**src/rtl/fpu_addsub_core.sv**
```systemverilog
// Multi-cycle IEEE-754 single-precision add/subtract core (denormals flushed to zero).
// Define FPU_ADDSUB_RNE_EN for round-to-nearest-even; default build truncates toward zero.
module fpu_addsub_core #(
   parameter int NORM_MAX = 26
) (
   input  logic        clk,
   input  logic        arst,
   input  logic        start,
   input  logic        sub,
   input  logic [31:0] operand_a,
   input  logic [31:0] operand_b,
   output logic        busy,
   output logic        done,
   output logic [31:0] result,
   output logic [4:0]  flags
);

   localparam int CW = $clog2(NORM_MAX + 1);

   typedef enum logic [2:0] {
      S_IDLE, S_UNPACK, S_ALIGN, S_ADD, S_NORM, S_ROUND, S_DONE
   } state_t;

   state_t       state_q, state_d;
   logic [31:0]  a_q, a_d;
   logic [31:0]  b_q, b_d;          // b with the effective sign folded in
   logic         sign_q, sign_d;
   logic         diff_op_q, diff_op_d;
   logic [9:0]   exp_q, exp_d;
   logic [26:0]  xm_q, xm_d;
   logic [26:0]  ym_q, ym_d;
   logic [26:0]  man_q, man_d;
   logic [CW-1:0] norm_cnt_q, norm_cnt_d;
   logic [31:0]  result_q, result_d;
   logic [4:0]   flags_q, flags_d;

   // Operand classification
   logic a_exp_max, b_exp_max, a_nan, b_nan, a_inf, b_inf, a_zero, b_zero;
   assign a_exp_max = (a_q[30:23] == 8'hFF);
   assign b_exp_max = (b_q[30:23] == 8'hFF);
   assign a_nan     = a_exp_max & (|a_q[22:0]);
   assign b_nan     = b_exp_max & (|b_q[22:0]);
   assign a_inf     = a_exp_max & ~(|a_q[22:0]);
   assign b_inf     = b_exp_max & ~(|b_q[22:0]);
   assign a_zero    = (a_q[30:23] == 8'h00);
   assign b_zero    = (b_q[30:23] == 8'h00);

   // Alignment: order by magnitude, then a one-cycle right shift of the smaller operand
   logic        a_big;
   logic [31:0] x_w, y_w;
   logic [7:0]  align_d;
   logic [26:0] x27, y27, y_al;
   logic [53:0] y_wide;
   assign a_big   = (a_q[30:0] >= b_q[30:0]);
   assign x_w     = a_big ? a_q : b_q;
   assign y_w     = a_big ? b_q : a_q;
   assign align_d = x_w[30:23] - y_w[30:23];
   assign x27     = {1'b1, x_w[22:0], 3'b000};
   assign y27     = {1'b1, y_w[22:0], 3'b000};
   assign y_wide  = {y27, 27'd0} >> align_d;
   assign y_al    = (align_d >= 8'd27) ? 27'd1
                                       : {y_wide[53:28], y_wide[27] | (|y_wide[26:0])};

   logic [27:0] sum28;
   assign sum28 = diff_op_q ? ({1'b0, xm_q} - {1'b0, ym_q})
                            : ({1'b0, xm_q} + {1'b0, ym_q});

   // Rounding on the normalised {1,mant,G,R,S} value
   logic        inexact_w, inc_w, ovf_w;
   logic [24:0] rnd25;
   logic [9:0]  rnd_exp;
   logic [22:0] rnd_man;
   assign inexact_w = |man_q[2:0];
`ifdef FPU_ADDSUB_RNE_EN
   assign inc_w = man_q[2] & (man_q[1] | man_q[0] | man_q[3]);
`else
   assign inc_w = 1'b0;
`endif
   assign rnd25   = {1'b0, man_q[26:3]} + {24'd0, inc_w};
   assign rnd_exp = exp_q + {9'd0, rnd25[24]};
   assign rnd_man = rnd25[24] ? rnd25[23:1] : rnd25[22:0];
   assign ovf_w   = (rnd_exp >= 10'd255);

   always_comb begin
      state_d    = state_q;
      a_d        = a_q;
      b_d        = b_q;
      sign_d     = sign_q;
      diff_op_d  = diff_op_q;
      exp_d      = exp_q;
      xm_d       = xm_q;
      ym_d       = ym_q;
      man_d      = man_q;
      norm_cnt_d = norm_cnt_q;
      result_d   = result_q;
      flags_d    = flags_q;
      case (state_q)
         S_IDLE: begin
            if (start) begin
               a_d     = operand_a;
               b_d     = {operand_b[31] ^ sub, operand_b[30:0]};
               state_d = S_UNPACK;
            end
         end
         S_UNPACK: begin
            state_d = S_DONE;
            if (a_nan || b_nan || (a_inf && b_inf && (a_q[31] != b_q[31]))) begin
               result_d = 32'h7FC00000;
               flags_d  = 5'b00001;
            end else if (a_inf) begin
               result_d = {a_q[31], 8'hFF, 23'd0};
               flags_d  = 5'b00000;
            end else if (b_inf) begin
               result_d = {b_q[31], 8'hFF, 23'd0};
               flags_d  = 5'b00000;
            end else if (a_zero && b_zero) begin
               result_d = {a_q[31] & b_q[31], 31'd0};
               flags_d  = 5'b10000;
            end else if (a_zero) begin
               result_d = b_q;
               flags_d  = 5'b00000;
            end else if (b_zero) begin
               result_d = a_q;
               flags_d  = 5'b00000;
            end else begin
               state_d = S_ALIGN;
            end
         end
         S_ALIGN: begin
            sign_d    = x_w[31];
            diff_op_d = a_q[31] ^ b_q[31];
            exp_d     = {2'b00, x_w[30:23]};
            xm_d      = x27;
            ym_d      = y_al;
            state_d   = S_ADD;
         end
         S_ADD: begin
            // The first normalisation step (carry or already-normal) is folded into this cycle
            norm_cnt_d = '0;
            if (sum28 == 28'd0) begin
               result_d = 32'h00000000;
               flags_d  = 5'b10000;
               state_d  = S_DONE;
            end else if (sum28[27]) begin
               man_d   = {sum28[27:2], sum28[1] | sum28[0]};
               exp_d   = exp_q + 10'd1;
               state_d = S_ROUND;
            end else begin
               man_d   = sum28[26:0];
               state_d = sum28[26] ? S_ROUND : S_NORM;
            end
         end
         S_NORM: begin
            norm_cnt_d = norm_cnt_q + 1'b1;
            if (exp_q <= 10'd1) begin
               result_d = {sign_q, 31'd0};
               flags_d  = 5'b10100;
               state_d  = S_DONE;
            end else if (norm_cnt_q == CW'(NORM_MAX - 1)) begin
               result_d = {sign_q, 31'd0};
               flags_d  = 5'b10000;
               state_d  = S_DONE;
            end else begin
               man_d   = {man_q[25:0], 1'b0};
               exp_d   = exp_q - 10'd1;
               state_d = man_q[25] ? S_ROUND : S_NORM;
            end
         end
         S_ROUND: begin
            state_d = S_DONE;
            if (ovf_w) begin
`ifdef FPU_ADDSUB_RNE_EN
               result_d = {sign_q, 8'hFF, 23'd0};
`else
               result_d = {sign_q, 31'h7F7FFFFF};
`endif
               flags_d  = 5'b01010;
            end else begin
               result_d = {sign_q, rnd_exp[7:0], rnd_man};
               flags_d  = {1'b0, inexact_w, 3'b000};
            end
         end
         S_DONE: state_d = S_IDLE;
         default: state_d = S_IDLE;
      endcase
   end

   always_ff @(posedge clk) begin
      if (arst) begin
         state_q    <= S_IDLE;
         a_q        <= '0;
         b_q        <= '0;
         sign_q     <= 1'b0;
         diff_op_q  <= 1'b0;
         exp_q      <= '0;
         xm_q       <= '0;
         ym_q       <= '0;
         man_q      <= '0;
         norm_cnt_q <= '0;
         result_q   <= '0;
         flags_q    <= '0;
      end else begin
         state_q    <= state_d;
         a_q        <= a_d;
         b_q        <= b_d;
         sign_q     <= sign_d;
         diff_op_q  <= diff_op_d;
         exp_q      <= exp_d;
         xm_q       <= xm_d;
         ym_q       <= ym_d;
         man_q      <= man_d;
         norm_cnt_q <= norm_cnt_d;
         result_q   <= result_d;
         flags_q    <= flags_d;
      end
   end

   assign done   = (state_q == S_DONE);
   assign busy   = (state_q != S_IDLE) && (state_q != S_DONE);
   assign result = result_q;
   assign flags  = flags_q;

endmodule

```
**config.mk**
```make
export PLATFORM = sky130hd
export DESIGN_NAME = fpu_addsub_core
export DESIGN_NICKNAME = d
export VERILOG_FILES = /design/src/rtl/fpu_addsub_core.sv
export SDC_FILE = /design/constraint.sdc
export NUM_CORES = 1
export LEC_CHECK = 0
export BUFFER_PORTS_ARGS = -buffer_cell sky130_fd_sc_hd__buf_2
export CAP_MARGIN = 20
export CORE_MARGIN = 2
export CORE_UTILIZATION = 30
export CTS_BUF_LIST = sky130_fd_sc_hd__clkbuf_8
export CTS_CLUSTER_DIAMETER = 80
export CTS_CLUSTER_SIZE = 40
export DETAILED_ROUTE_END_ITERATION = 8
export SYNTH_ARGS = -nofsm -noshare
export SYNTH_HDL_FRONTEND = slang
export SYNTH_SLANG_ARGS = --single-unit
```
**constraint.sdc**
```tcl
create_clock -name clk -period 8.5 [get_ports clk]
set_input_delay 1.275 -clock clk [delete_from_list [all_inputs] [get_ports clk]]
set_output_delay 1.275 -clock clk [all_outputs]
set_load 0.005 [all_outputs]
```
Word-level counts from Yosys, hierarchy flattened. Cells that the tools add are included.

Magnitude comparators: 4. Muxes and demuxes: 51. Reduce and logical (&&, ||, !) cells: 22. Bitwise gates (word level): 11. Add/sub/neg operators: 6. Multipliers: 0. Divide/modulo/power cells: 0. Eq/ne operators: 19. Shift-type cells: 1.

Operators with widths (number): 32-bit 2-to-1 mux (10); 32-bit one-hot mux with 4 select lines (1); 26-bit 2-to-1 mux (4); 31-bit 2-to-1 mux (2); 54-bit by 8-bit right shift with 54-bit output (1); 26-bit one-hot mux with 2 select lines (1); 23-bit OR reduction (2); 5-bit 2-to-1 mux (9); 10-bit 2-to-1 mux (4); 31-bit >= comparator (1); 10-bit one-hot mux with 3 select lines (1); 27-bit by 27-bit adder with 28-bit output (1); 28-bit zero test (1); 28-bit 2-to-1 mux (1); 27-bit by 27-bit subtractor with 28-bit output (1); 27-bit 2-to-1 mux (1); 27-bit OR reduction (1); 3-bit 2-to-1 mux (7); 5-bit one-hot mux with 4 select lines (1); 3-bit one-hot mux with 6 select lines (1); 8-bit == test, second input constant (2); 8-bit zero test (2); 2-bit inequality test, second input constant (6); 10-bit by 1-bit adder with 10-bit output, second input constant (1); 31 further kinds (52).

Bits in registers: 198. Bits of input ports: 68. Output and inout bits: 39. Memories kept: 0. Word-level logic and storage cells: 126. Bits in latches: 0. Memory bits (read-only): 0. Bits in writable memories: 0.

Longest topological paths before layout.
Depth in word-level cells: 8. Mapped depth: 29. Mapped depth without buffers: 21.

Worst setup path after synthesis. No wires, ideal clock.

Path type: register to register. Start point: reg b_q[28]. End point: reg ym_q[0]. Cell stages (with the launch flop): 27. Period minus slack after synthesis: 6.034 ns. Slack: 2.466 ns. Data required time: 8.373 ns. Library setup time: 0.127 ns. Path buffers: 7. Data arrival time: 5.907 ns. Cell sequence: dfxtp_1 -> clkbuf_1 -> inv_1 -> ha_1 -> buf_2 -> nand4_2 -> nor3_4 -> a221oi_2 -> nand2_1 -> nor2_4 -> buf_8 -> buf_6 -> clkbuf_1 -> clkbuf_1 -> mux2i_1 -> ha_1 -> inv_1 -> and3_1 -> a31o_2 -> nor3_2 -> buf_2 -> mux2i_1 -> mux2i_1 -> or4b_1 -> or4b_1 -> nand3b_1 -> o211ai_1.

Word-level cells in the longest chain between the ends: 7. Elaborated cells between the ends (all ways): 9. Those cells by class: add/sub: 1; order compare: 2; shift: 1; mux: 3; bitwise: 1; reduce/logical: 1.

Ends and longest elaborated chain: start, declared (line 26) `logic [31:0] b_q, b_d;`; start signal, assigned (line 192) `b_q <= '0;`; start signal, assigned (line 205) `b_q <= b_d;`; 31-bit >= comparator (line 54) `assign a_big = (a_q[30:0] >= b_q[30:0]);`; 32-bit 2-to-1 mux or 31-bit 2-to-1 mux (tied branches) (line 55, 56); 8-bit subtractor (line 57) `assign align_d = x_w[30:23] - y_w[30:23];`; 54-bit by 8-bit right shift with 54-bit output (line 60) `assign y_wide = {y27, 27'd0} >> align_d;`; 27-bit OR reduction (line 62) `: {y_wide[53:28], y_wide[27] | (|y_wide[26:0])};`; 1-bit bitwise OR (line 62); 27-bit 2-to-1 mux (*) (line 61) `assign y_al = (align_d >= 8'd27) ? 27'd1`; end signal, assigned (line 210) `ym_q <= ym_d;`; end, declared (line 31) `logic [26:0] ym_q, ym_d;`.

Mark *: on every way between the ends. The rest lies on a longest branch, timed or not. A chain may end at the register's enable or synchronous reset.

Worst setup path after layout. Same ends and word-level chain as after synthesis.

==> flow_summary.json <==
{
  "cts.clk_slew.worst_paths_ps": 120,
  "nets": 2290,
  "grt_usage": 0.207,
  "startpoint": "b_q[28]$_SDFFE_PP0P_",
  "seq_power_share": 0.234,
  "synth.most_common_cell": "nand2_1",
  "ys_types": 105,
  "drive_above_1_share": 0.116,
  "worstSetupStartpointType": "flip-flop",
  "coreArea_um2": 53500,
  "async_flop_share": 0,
  "avgSynthCellArea_um2": 7.50,
  "worst-slew-pin-transition_ps": 1090,
  "grt_max_degree": 93,
  "grt_antenna_before_repair": 1,
  "synth.top_cell.area_share": 0.246,
  "fmax_mhz": 161,
  "place.gp.congestion": 0.970,
  "pre_cts_slack_ps": 2400,
  "antenna_left": 0,
  "cp-end-kind": "flip-flop",
  "post-synth-top-area-cell": "dfxtp_1",
  "drv_slew": 0,
  "synth_seq_cells": 198,
  "die_x_um": 236,
  "r2r_start": "b_q[28]$_SDFFE_PP0P_",
  "setup_violations": 0,
  "worst_slack_ps": 2270,
  "finalCritPeriodShare": 0.733,
  "start_util": 0.302,
  "drv_cap": 0,
  "htreeDepth": 4,
  "endpoint": "ym_q[0]$_SDFFE_PP0P_",
  "hp-class": "flip-flop to flip-flop",
  "switching_share": 0.541,
  "synth-edff-count": 0,
  "ir_worst_vdd_uv": 238,
  "portBuffers": 106,
  "rrSetupSlack_ps": 2270,
  "post_cts_buffers": 0,
  "p_clk_frac": 0.108,
  "fillCellCount": 5756,
  "numCtsBuffers": 17,
  "grt_pass1_vias": 15300,
  "holdBufCountCts": 0,
  "synth_area_um2": 16100,
  "yosysWarnings": 0,
  "reg2reg_to": "ym_q[0]$_SDFFE_PP0P_",
  "grt_setup_unrepaired": "no",
  "wire_per_inst_um": 21.0,
  "synth.area.top_cells": "dfxtp_1 25%, nand2_1 7.0%, a21oi_1 6.9%",
  "hold_viol": 0,
  "drt-total-wl_mm": 59.6,
  "dieArea_um2": 55700,
  "grt_pass1_wl_mm": 90.9,
  "synthTopCellsByCount": "302 x nand2_1, 223 x a21oi_1, 198 x dfxtp_1, 163 x nor2_1, 135 x clkbuf_1",
  "switchingPower_w": 0.00297,
  "status": "completed",
  "fin_tns_setup_ps": 0,
  "finClkSkew_ps": 24.4,
  "drt_iter0_drc": 1758,
  "dr.pass1.iters": 6,
  "fp-row-count": 85,
  "ios": 107,
  "worstSkewPairLatency_ps": 540,
  "p_int_w": 0.00252,
  "power_density_nw_per_um2": 315,
  "cts_resized": 0,
  "arrival_ps": 6630,
  "p_leak_nw": 6.80,
  "drc": 0,
  "rr_worst_depth": 20,
  "cp_max_fo": 18,
  "drt-vias-per-instance": 5.86,
  "dr_total_vias": 16700,
  "die_h_um": 236,
  "cts_tree": "done",
  "clockRootBuffer": "clkbuf_8",
  "synth_ff_type": "dfxtp_1",
  "slew-limit-headroom": 0.264,
  "period_needed_ps": 6230,
  "path_class": "flip-flop to flip-flop",
  "area_delta_synth_final_pct": 7.96,
  "crit_required_ps": 8900,
  "ys_seq_area_frac": 0.246,
  "grt_overflow": 0,
  "syn_inst": 2153,
  "pwr-share-comb": 0.658,
  "synth_nets": 2309,
  "clock_sink_count": 198,
  "dpl.hpwl_mm": 45.0,
  "cts.path.max_buffers": 2
}
-- layer usage --
layer	vias up	wire length [µm]	global-route usage
met3	123	3690	0.0301
met1	8043	25800	0.273
met4	0	2550	0.0942
li1	7827	-	-
met5	-	0	0
met2	672	27500	0.333
-- registers in the layout, summed over array words and instances, names as in the netlist --
name	flops
a_q	32
b_q	32
diff_op_q	1
exp_q	10
flags	5
man_q	26
norm_cnt_q	5
result	32
sign_q	1
state_q	3
xm_q	24
ym_q	27
-- cells in the final DEF (no fill, tap or decap), types with 16 or more instances in the layout --
| master | n |
|---|---|
| a211oi_1 | 18 |
| a21oi_1 | 223 |
| a311oi_1 | 33 |
| a31oi_1 | 20 |
| buf_2 | 105 |
| buf_4 | 29 |
| clkbuf_8 | 17 |
| dfxtp_1 | 198 |
| ha_1 | 86 |
| inv_1 | 113 |
| mux2i_1 | 85 |
| mux4_2 | 22 |
| nand2_1 | 302 |
| nand3_1 | 69 |
| nand4_1 | 31 |
| nor2_1 | 161 |
| nor3_1 | 36 |
| nor4_1 | 24 |
| o211a_1 | 18 |
| o211ai_1 | 51 |
| o21ai_0 | 121 |
| o21ai_1 | 21 |
| o31ai_1 | 16 |
| xnor2_1 | 16 |
-- worst max-delay path: stages (launching register included) --
cell and delay, ps:
dfxtp_1 510, inv_1 140, ha_1 500, nand4_2 170
nor3_4 310, nand2_2 110, a211oi_4 580, nor2_4 80
mux2i_1 170, ha_1 180, inv_1 70, and3_1 190
a31o_2 270, nor3_4 730, buf_4 340, mux2i_1 300
mux2i_1 170, or4b_1 530, or4b_1 520, nand3b_1 110
o211ai_1 100
-- logic make-up after synthesis --
group,synth area share
XOR/XNOR,0.0140
adder cells (fa/ha/maj),0.0687
AND/OR/NAND/NOR,0.222
AO/OA/AOI/OAI,0.276
multiplexers,0.102
buffers and inverters,0.0715
flip-flops,0.246
-- power by group through the flow --
stage | Combinational, W | Sequential [W] | Clock [W]
2_1_floorplan | 0.00262 | 0.00118 | 0
4_1_cts | 0.00356 | 0.00128 | 0.000606
5_1_grt | 0.00388 | 0.00130 | 0.000638
3_5_place_dp | 0.00355 | 0.00130 | 0
3_3_place_gp | 0.00354 | 0.00129 | 0
6_report | 0.00361 | 0.00129 | 0.000593
-- worst min-delay path by stage --
stage	slack, ps	depth (start not counted)	to	from
3_5_place_dp	450	2	result[23]$_SDFFE_PP0P_	result[23]$_SDFFE_PP0P_
6_report	470	2	result[23]$_SDFFE_PP0P_	result[23]$_SDFFE_PP0P_
5_1_grt	490	2	result[6]$_SDFFE_PP0P_	result[6]$_SDFFE_PP0P_
2_1_floorplan	440	2	man_q[8]$_SDFFE_PP0P_	man_q[8]$_SDFFE_PP0P_
3_3_place_gp	450	2	result[22]$_SDFFE_PP0P_	result[22]$_SDFFE_PP0P_
4_1_cts	470	2	result[23]$_SDFFE_PP0P_	result[23]$_SDFFE_PP0P_
-- layout make-up --
type	count	area (µm²)	share of cell area
Antenna cell	1	2.50	0.000144
Clock inverter	15	121	0.00696
Timing Repair Buffer	135	758	0.0435
Multi-Input combinational cell	1671	11100	0.635
Clock buffer	17	234	0.0134
Inverter	111	417	0.0239
Sequential cell	198	3960	0.227
Tap cell	696	871	0.0500
-- stage by stage --
step | utilization | cells | power, W | cell area [µm²] | hold slack [ps]
finish | 0.326 | 2844 | 0.00549 | 17400 | 469
global route | 0.326 | 2843 | 0.00582 | 17400 | 491
CTS | 0.325 | 2841 | 0.00545 | 17400 | 471
detailed placement | 0.319 | 2809 | 0.00485 | 17000 | 455
global placement | 0.319 | 2809 | 0.00483 | 17000 | 447
floorplan | - | 2153 | 0.00380 | 16100 | 438
(Power assumes the default switching activity.)
